File: config.mk
export PLATFORM = sky130hd
export DESIGN_NAME = branch_outcome_queue
export DESIGN_NICKNAME = d
export VERILOG_FILES = /design/src/rtl/branch_outcome_queue.sv
export SDC_FILE = /design/constraint.sdc
export NUM_CORES = 1
export LEC_CHECK = 0
export CAP_MARGIN = 0
export CORE_AREA = 8 8 189 137
export DETAILED_ROUTE_END_ITERATION = 8
export DIE_AREA = 0 0 197 145
export PLACE_DENSITY = 0.85
export RECOVER_POWER = 100
export SYNTH_ARGS = -nofsm -noshare
export SYNTH_HDL_FRONTEND = slang
export SYNTH_SLANG_ARGS = --single-unit
File: constraint.sdc
create_clock -name CLK -period 7 [get_ports CLK]
set_input_delay 0.7 -clock CLK [delete_from_list [all_inputs] [get_ports CLK]]
set_output_delay 0.7 -clock CLK [all_outputs]
set_load 0.05 [all_outputs]
File: src/rtl/branch_outcome_queue.sv
// rtl/branch_outcome_queue.sv - in-order queue of in-flight branch predictions with PHT training and redirect
// Optional BOQ_STATS_EN adds resolved/mispredicted branch counters.
module branch_outcome_queue #(
   parameter int DEPTH  = 4,
   parameter int ADDR_W = 2
) (
   input  logic              CLK,
   input  logic              RESET,
   input  logic              STALL,
   input  logic              Pred_Valid_IN,
   input  logic              Pred_Taken_IN,
   input  logic [31:0]       Pred_PC_IN,
   input  logic [31:0]       Pred_Target_IN,
   input  logic              Resolve_Valid_IN,
   input  logic              Resolve_Taken_IN,
   input  logic [31:0]       Resolve_Target_IN,
   output logic              Full_OUT,
   output logic [ADDR_W:0]   Count_OUT,
   output logic              Update_OUT,
   output logic              Resolution_OUT,
   output logic [31:0]       Update_PC_OUT,
   output logic              Mispredict_OUT,
   output logic [31:0]       Redirect_PC_OUT
`ifdef BOQ_STATS_EN
   ,
   output logic [31:0]       Stat_Resolved_OUT,
   output logic [31:0]       Stat_Mispred_OUT
`endif
);

   logic [31:0]       r_pc  [DEPTH];
   logic [31:0]       r_tgt [DEPTH];
   logic              r_tk  [DEPTH];
   logic [ADDR_W-1:0] r_rd_ptr;
   logic [ADDR_W-1:0] r_wr_ptr;
   logic [ADDR_W:0]   r_count;
   logic              r_update;
   logic              r_resolution;
   logic [31:0]       r_update_pc;
   logic              r_mispredict;
   logic [31:0]       r_redirect_pc;

   logic              w_full;
   logic              w_resolve;
   logic              w_mispredict;
   logic              w_push;
   logic [31:0]       w_head_pc;
   logic [31:0]       w_head_tgt;
   logic              w_head_tk;
   logic [ADDR_W:0]   w_count_nxt;

   assign w_head_pc  = r_pc[r_rd_ptr];
   assign w_head_tgt = r_tgt[r_rd_ptr];
   assign w_head_tk  = r_tk[r_rd_ptr];

   assign w_full       = (r_count == (ADDR_W+1)'(DEPTH));
   assign w_resolve    = Resolve_Valid_IN && (r_count != '0) && !STALL;
   assign w_mispredict = w_resolve &&
                         ((Resolve_Taken_IN != w_head_tk) ||
                          (Resolve_Taken_IN && w_head_tk && (Resolve_Target_IN != w_head_tgt)));
   // A full queue still accepts a branch when the head leaves the same cycle;
   // anything fetched alongside a mispredicting resolve is wrong-path.
   assign w_push       = Pred_Valid_IN && !STALL && !w_mispredict && (!w_full || w_resolve);

   always_comb begin
      w_count_nxt = r_count;
      if (w_mispredict) begin
         w_count_nxt = '0;
      end else if (w_push && !w_resolve) begin
         w_count_nxt = r_count + (ADDR_W+1)'(1);
      end else if (!w_push && w_resolve) begin
         w_count_nxt = r_count - (ADDR_W+1)'(1);
      end
   end

   always_ff @(posedge CLK) begin
      if (w_push) begin
         r_pc[r_wr_ptr]  <= Pred_PC_IN;
         r_tgt[r_wr_ptr] <= Pred_Target_IN;
         r_tk[r_wr_ptr]  <= Pred_Taken_IN;
      end
   end

   always_ff @(posedge CLK) begin
      if (RESET) begin
         r_rd_ptr      <= '0;
         r_wr_ptr      <= '0;
         r_count       <= '0;
         r_update      <= 1'b0;
         r_resolution  <= 1'b0;
         r_update_pc   <= '0;
         r_mispredict  <= 1'b0;
         r_redirect_pc <= '0;
      end else begin
         r_count      <= w_count_nxt;
         r_update     <= w_resolve;
         r_mispredict <= w_mispredict;
         if (w_push) begin
            r_wr_ptr <= r_wr_ptr + ADDR_W'(1);
         end
         if (w_mispredict) begin
            r_rd_ptr <= r_wr_ptr;
         end else if (w_resolve) begin
            r_rd_ptr <= r_rd_ptr + ADDR_W'(1);
         end
         if (w_resolve) begin
            r_resolution <= Resolve_Taken_IN;
            r_update_pc  <= w_head_pc;
         end
         if (w_mispredict) begin
            r_redirect_pc <= Resolve_Taken_IN ? Resolve_Target_IN : (w_head_pc + 32'd4);
         end
      end
   end

   assign Full_OUT        = w_full;
   assign Count_OUT       = r_count;
   assign Update_OUT      = r_update;
   assign Resolution_OUT  = r_resolution;
   assign Update_PC_OUT   = r_update_pc;
   assign Mispredict_OUT  = r_mispredict;
   assign Redirect_PC_OUT = r_redirect_pc;

`ifdef BOQ_STATS_EN
   logic [31:0] r_stat_resolved;
   logic [31:0] r_stat_mispred;

   always_ff @(posedge CLK) begin
      if (RESET) begin
         r_stat_resolved <= '0;
         r_stat_mispred  <= '0;
      end else begin
         if (w_resolve) begin
            r_stat_resolved <= r_stat_resolved + 32'd1;
         end
         if (w_mispredict) begin
            r_stat_mispred <= r_stat_mispred + 32'd1;
         end
      end
   end

   assign Stat_Resolved_OUT = r_stat_resolved;
   assign Stat_Mispred_OUT  = r_stat_mispred;
`endif

endmodule

# [Word-level counts from Yosys, hierarchy flattened]
# Memory sizes are Yosys's and may differ from the RTL's. A register that Yosys moved wholly into a read port is not among the register bits.
# Index checks and enable logic that the tools add are counted.
[word_totals] register_bits=74 ramBits=260 inputBits=103 output_inout_bits=71 wordCells=53 memories=3
[op_classes] n_addsub=5 n_eq_ne=3 muxes=13 reduce_logical=21
[mem_list] name="r_pc" depth=4 word_bits=32 rd=1 rd_ports_with_merged_regs=1 write_ports=1 line_no="31" source="logic [31:0] r_pc [DEPTH];"
[mem_list] name="r_tgt" depth=4 word_bits=32 rd=1 rd_ports_with_merged_regs=1 write_ports=1 line_no="32" source="logic [31:0] r_tgt [DEPTH];"
[mem_list] name="r_tk" depth=4 word_bits=1 rd=1 rd_ports_with_merged_regs=1 write_ports=1 line_no="33" source="logic r_tk [DEPTH];"
[op_table] op="adder 32 x 3 -> 32 bit (second input constant)" n=1
[op_table] op="2-to-1 mux 32 bit" n=1
[op_table] op="inequality test 32 bit" n=1
[op_table] op="2-to-1 mux 2 bit" n=8
[op_table] op="logical AND 1 bit" n=10
[op_table] op="2-to-1 mux 3 bit" n=2
[op_table] op="logical NOT 1 bit" n=5
[op_table] op="adder 2 x 1 -> 2 bit (second input constant)" n=2
[op_table] op="nonzero test 2 bit" n=2
[op_table] op="adder 3 x 1 -> 3 bit (second input constant)" n=1
[op_table] op="== test 3 bit (second input constant)" n=1
[op_table] op="nonzero test 3 bit" n=1
[op_table] op="subtractor 3 x 1 -> 3 bit (second input constant)" n=1
[op_table] op="logical OR 1 bit" n=2
[op_table] op="2-to-1 mux 1 bit" n=2
[op_table] op="OR reduction 2 bit" n=1
[op_table] op="inequality test 1 bit" n=1

# [Logic depth before layout (Yosys ltp)]
[depth] depth_word=11 ltp_mapped=15 mapped_depth_nobuf=13

# [Worst setup path before layout]
# No wires, ideal clock.
[synth_timing] kind="reg2reg" startpoint="reg with a tool-made name" endpoint="mem r_pc[2][0] (enable)" setup_ns=0.430 t_arrival_ns=3.973 required_time_ns=6.570 path_slack_ns=2.597 stages_incl_launch_ff=9 n_path_buf=3 period_less_slack_ns=4.403 path_cell_list="dfxtp_1 > buf_4 > buf_4 > buf_4 > mux4_2 > ha_1 > a221o_1 > a21oi_2 > and2_1"
[synth_rtl] item="end: declaration" line_no="31"

==> qor.yml <==
grt_pass1_wl_mm: 50.81
clock_sinks: 336
mostFrequentLayoutCells: "edfxtp_1, dlygate4sd3_1, nand2_1"
via_per_inst: 6.147
powerDensity_nw_per_um2: 305.3
gp_congestion: 0.9060
hold_start: "Update_PC_OUT[14]"
holdPathEnd: "Update_PC_OUT[14]"
syn_inst: 802
fmax_ghz: 0.1768
yosysWarnings: 0
wl_met3_mm: 3.830
cts.reportedPaths.clkPinSlew_ps: 70
cts_hold_buf: 0
holdPathStages: 2
crit_arrival_ps: 5830
root_buffer: "clkbuf_16"
ys.flop_type: "edfxtp_1"
cts_made_buffers: 29
first_iter_violations: 810
dpl_cell_area_sq_um: 15350
ys_seq_area_share_pct: 70.15
ys_types: 50
die_width_um: 197
avgRoutedWirePerCell_um: 25.65
drive_gt1_share_pct: 13.26
ys_ff_latch: 336
ff2ff_setup_slack_ps: 1340
ir_drop_v: 0.0002050
reg2reg_to: "r_pc[1][18]"
rsz0062_at_grt: "false"
rr_worst_depth: 9
worstPathRequired_ps: 7170
hold_viol_final: 0
dr.pass1.iters: 5
final_cell_area_sq_um: 16330
drv_slew: 118
cts-resized-gates: 0
hpwl_mm: 23.24
crit_fanout: 44
whs_ps: 453.1
fillCellCount: 1472
drv_cap: 4
routed.top_layer: "met4"
tightest_slew_ps: 1904
p_leak_nw: 5.444
grt_pass1_vias: 8217
nNetsFinal: 1091
skew_ps: 12.19
grt_antenna_before_repair: 2
area_growth_pct: 22.82
cts_tree: "yes"
via_count: 8133
status: "finished, violations left"
worstSkewPairLatency_ps: 560
die_area_sq_um: 28570
synth_edf_count: 260
syn_avg_cell_area_sq_um: 16.58
ant_nets: 0
syn-num-nets: 913
die_y_um: 145
wirelength_met1_mm: 13.27
layout_commonest_cell: "edfxtp_1"
wirelength_mm: 33.94
htree_num_levels: 1
async_reset_ff_share_pct: 0
cp-start-kind: "register"
syn-cell-area_sq_um: 13300
cts_buffer_depth: 3
start_util_pct: 57.69
ios: 174
power.total_w: 0.004986
period_minus_slack_ps: 5656
gr-usage-all-layers_pct: 23.36
drc_errors: 0
tns_ps: 0
post_cts_buffers: 0
crit_type: "register to register"
port-buffer-count: 173
violations: "max-capacitance violations, max-slew violations"
grt_max_degree: 61
gr-total-overflow: 0
coreArea_sq_um: 23050
hold_class: "register to register"
relSlewSlack_pct: -26.92
finalSetupViolCount: 0
endpoint_kind: "register"
dr_wl_met2_mm: 15.64
rows: 47
period_share_pct: 80.80
through the flow:
stage | utilization [%] | worst slack (ps) | cells
3_5_place_dp | 66.57 | 2248 | 1267
6_report | 70.85 | 1344 | 1323
2_1_floorplan | - | 2597 | 802
4_1_cts | 71.04 | 2256 | 1321
5_1_grt | 70.85 | 1017 | 1323
3_3_place_gp | 66.57 | 2368 | 1267
where the power goes:
group / internal, W / total, W / switching (W)
logic: 0.000342 / 0.000917 / 0.000575
registers: 0.00227 / 0.00235 / 0.0000792
clock network: 0.00102 / 0.00172 / 0.000705
total: 0.00363 / 0.00499 / 0.00136
synth_stat cells (2+ instances only):
| cell type | count | area, sq um |
|---|---|---|
| o21ai_0 | 17 | 85.08 |
| buf_4 | 5 | 37.54 |
| nor3b_1 | 2 | 15.01 |
| mux2_2 | 2 | 22.52 |
| mux4_2 | 65 | 1464 |
| nor3_1 | 4 | 20.02 |
| nor4_4 | 2 | 42.54 |
| a32o_1 | 18 | 180.2 |
| o2bb2ai_1 | 14 | 122.6 |
| nor2b_1 | 2 | 12.51 |
| a21oi_1 | 40 | 200.2 |
| nor4_2 | 2 | 25.02 |
| buf_1 | 5 | 18.77 |
| o21ai_1 | 2 | 10.01 |
| nand3_1 | 14 | 70.07 |
| buf_6 | 3 | 33.78 |
| nor2_1 | 12 | 45.04 |
| clkbuf_1 | 20 | 75.07 |
| buf_2 | 8 | 40.04 |
| and2_1 | 7 | 43.79 |
| ha_1 | 7 | 87.58 |
| mux2i_1 | 8 | 80.08 |
| xor2_1 | 17 | 148.9 |
| nand2_1 | 94 | 352.8 |
| inv_1 | 8 | 30.03 |
| dfxtp_1 | 76 | 1521 |
| nand2b_1 | 2 | 12.51 |
| edfxtp_1 | 260 | 7807 |
| nand4_1 | 15 | 93.84 |
| xnor2_1 | 43 | 376.6 |
| and3_1 | 8 | 50.05 |
| or3_1 | 2 | 12.51 |
kinds of logic (layout without fill, tap and decap cells):
family,Yosys count,in the layout,share of synthesized area [%]
compound gates,103,103,5.288
simple gates,171,171,6.256
other cells,0,2,0
fa+ha+maj,8,8,0.8091
buf+inv,49,250,1.769
flops,336,336,70.15
xor+xnor,60,60,3.951
mux,75,75,11.78
per-layer routing:
metal  GRT usage [%]  vias to the layer above
met4           7.880                        0
met3           5.407                       74
met2           36.13                      523
met5               0                        -
met1           32.43                     4074
li1                -                     3462
how the worst max path moves through the flow:
stage / slack [ps] / end / cells after the start / start
after floorplan: 2600 / r_pc[2][0] / 8 / register
after global placement: 2370 / r_pc[3][18] / 9 / register
after detailed placement: 2250 / r_tgt[3][4] / 9 / register
after CTS: 2260 / r_pc[3][17] / 9 / register
after global routing: 1020 / r_pc[1][19] / 9 / register
final: 1340 / r_pc[1][18] / 9 / register
flip-flops by register name, summed over array words and instances, names as in the netlist, named ones only:
register	flops
r_pc	128
r_tgt	128
Redirect_PC_OUT	32
Update_PC_OUT	32
r_tk	4
Count_OUT	3
r_rd_ptr	2
r_wr_ptr	2
Mispredict_OUT	1
Resolution_OUT	1
Update_OUT	1
worst max-delay path, cell delays in order (launching register included):
cell      delay (ps)
dfxtp_1          990
buf_4            700
mux4_2           420
xnor2_1          160
nand4_1          200
nor4_2           330
a21boi_2         150
a21oi_1          470
and2_2           960
clkbuf_1         840
area by class of cell:
class	instances	area, sq um	share of cell area [%]
Clock buffer	29	725.7	4.443
Antenna cell	2	5.005	0.03064
Clock inverter	25	305.3	1.869
Sequential cell	336	9333	57.14
Timing Repair Buffer	188	1808	11.07
Tap cell	318	397.9	2.436
Inverter	8	30.03	0.1839
Multi-Input combinational cell	417	3729	22.83
No activity file was read; power rests on OpenSTA's default activity.
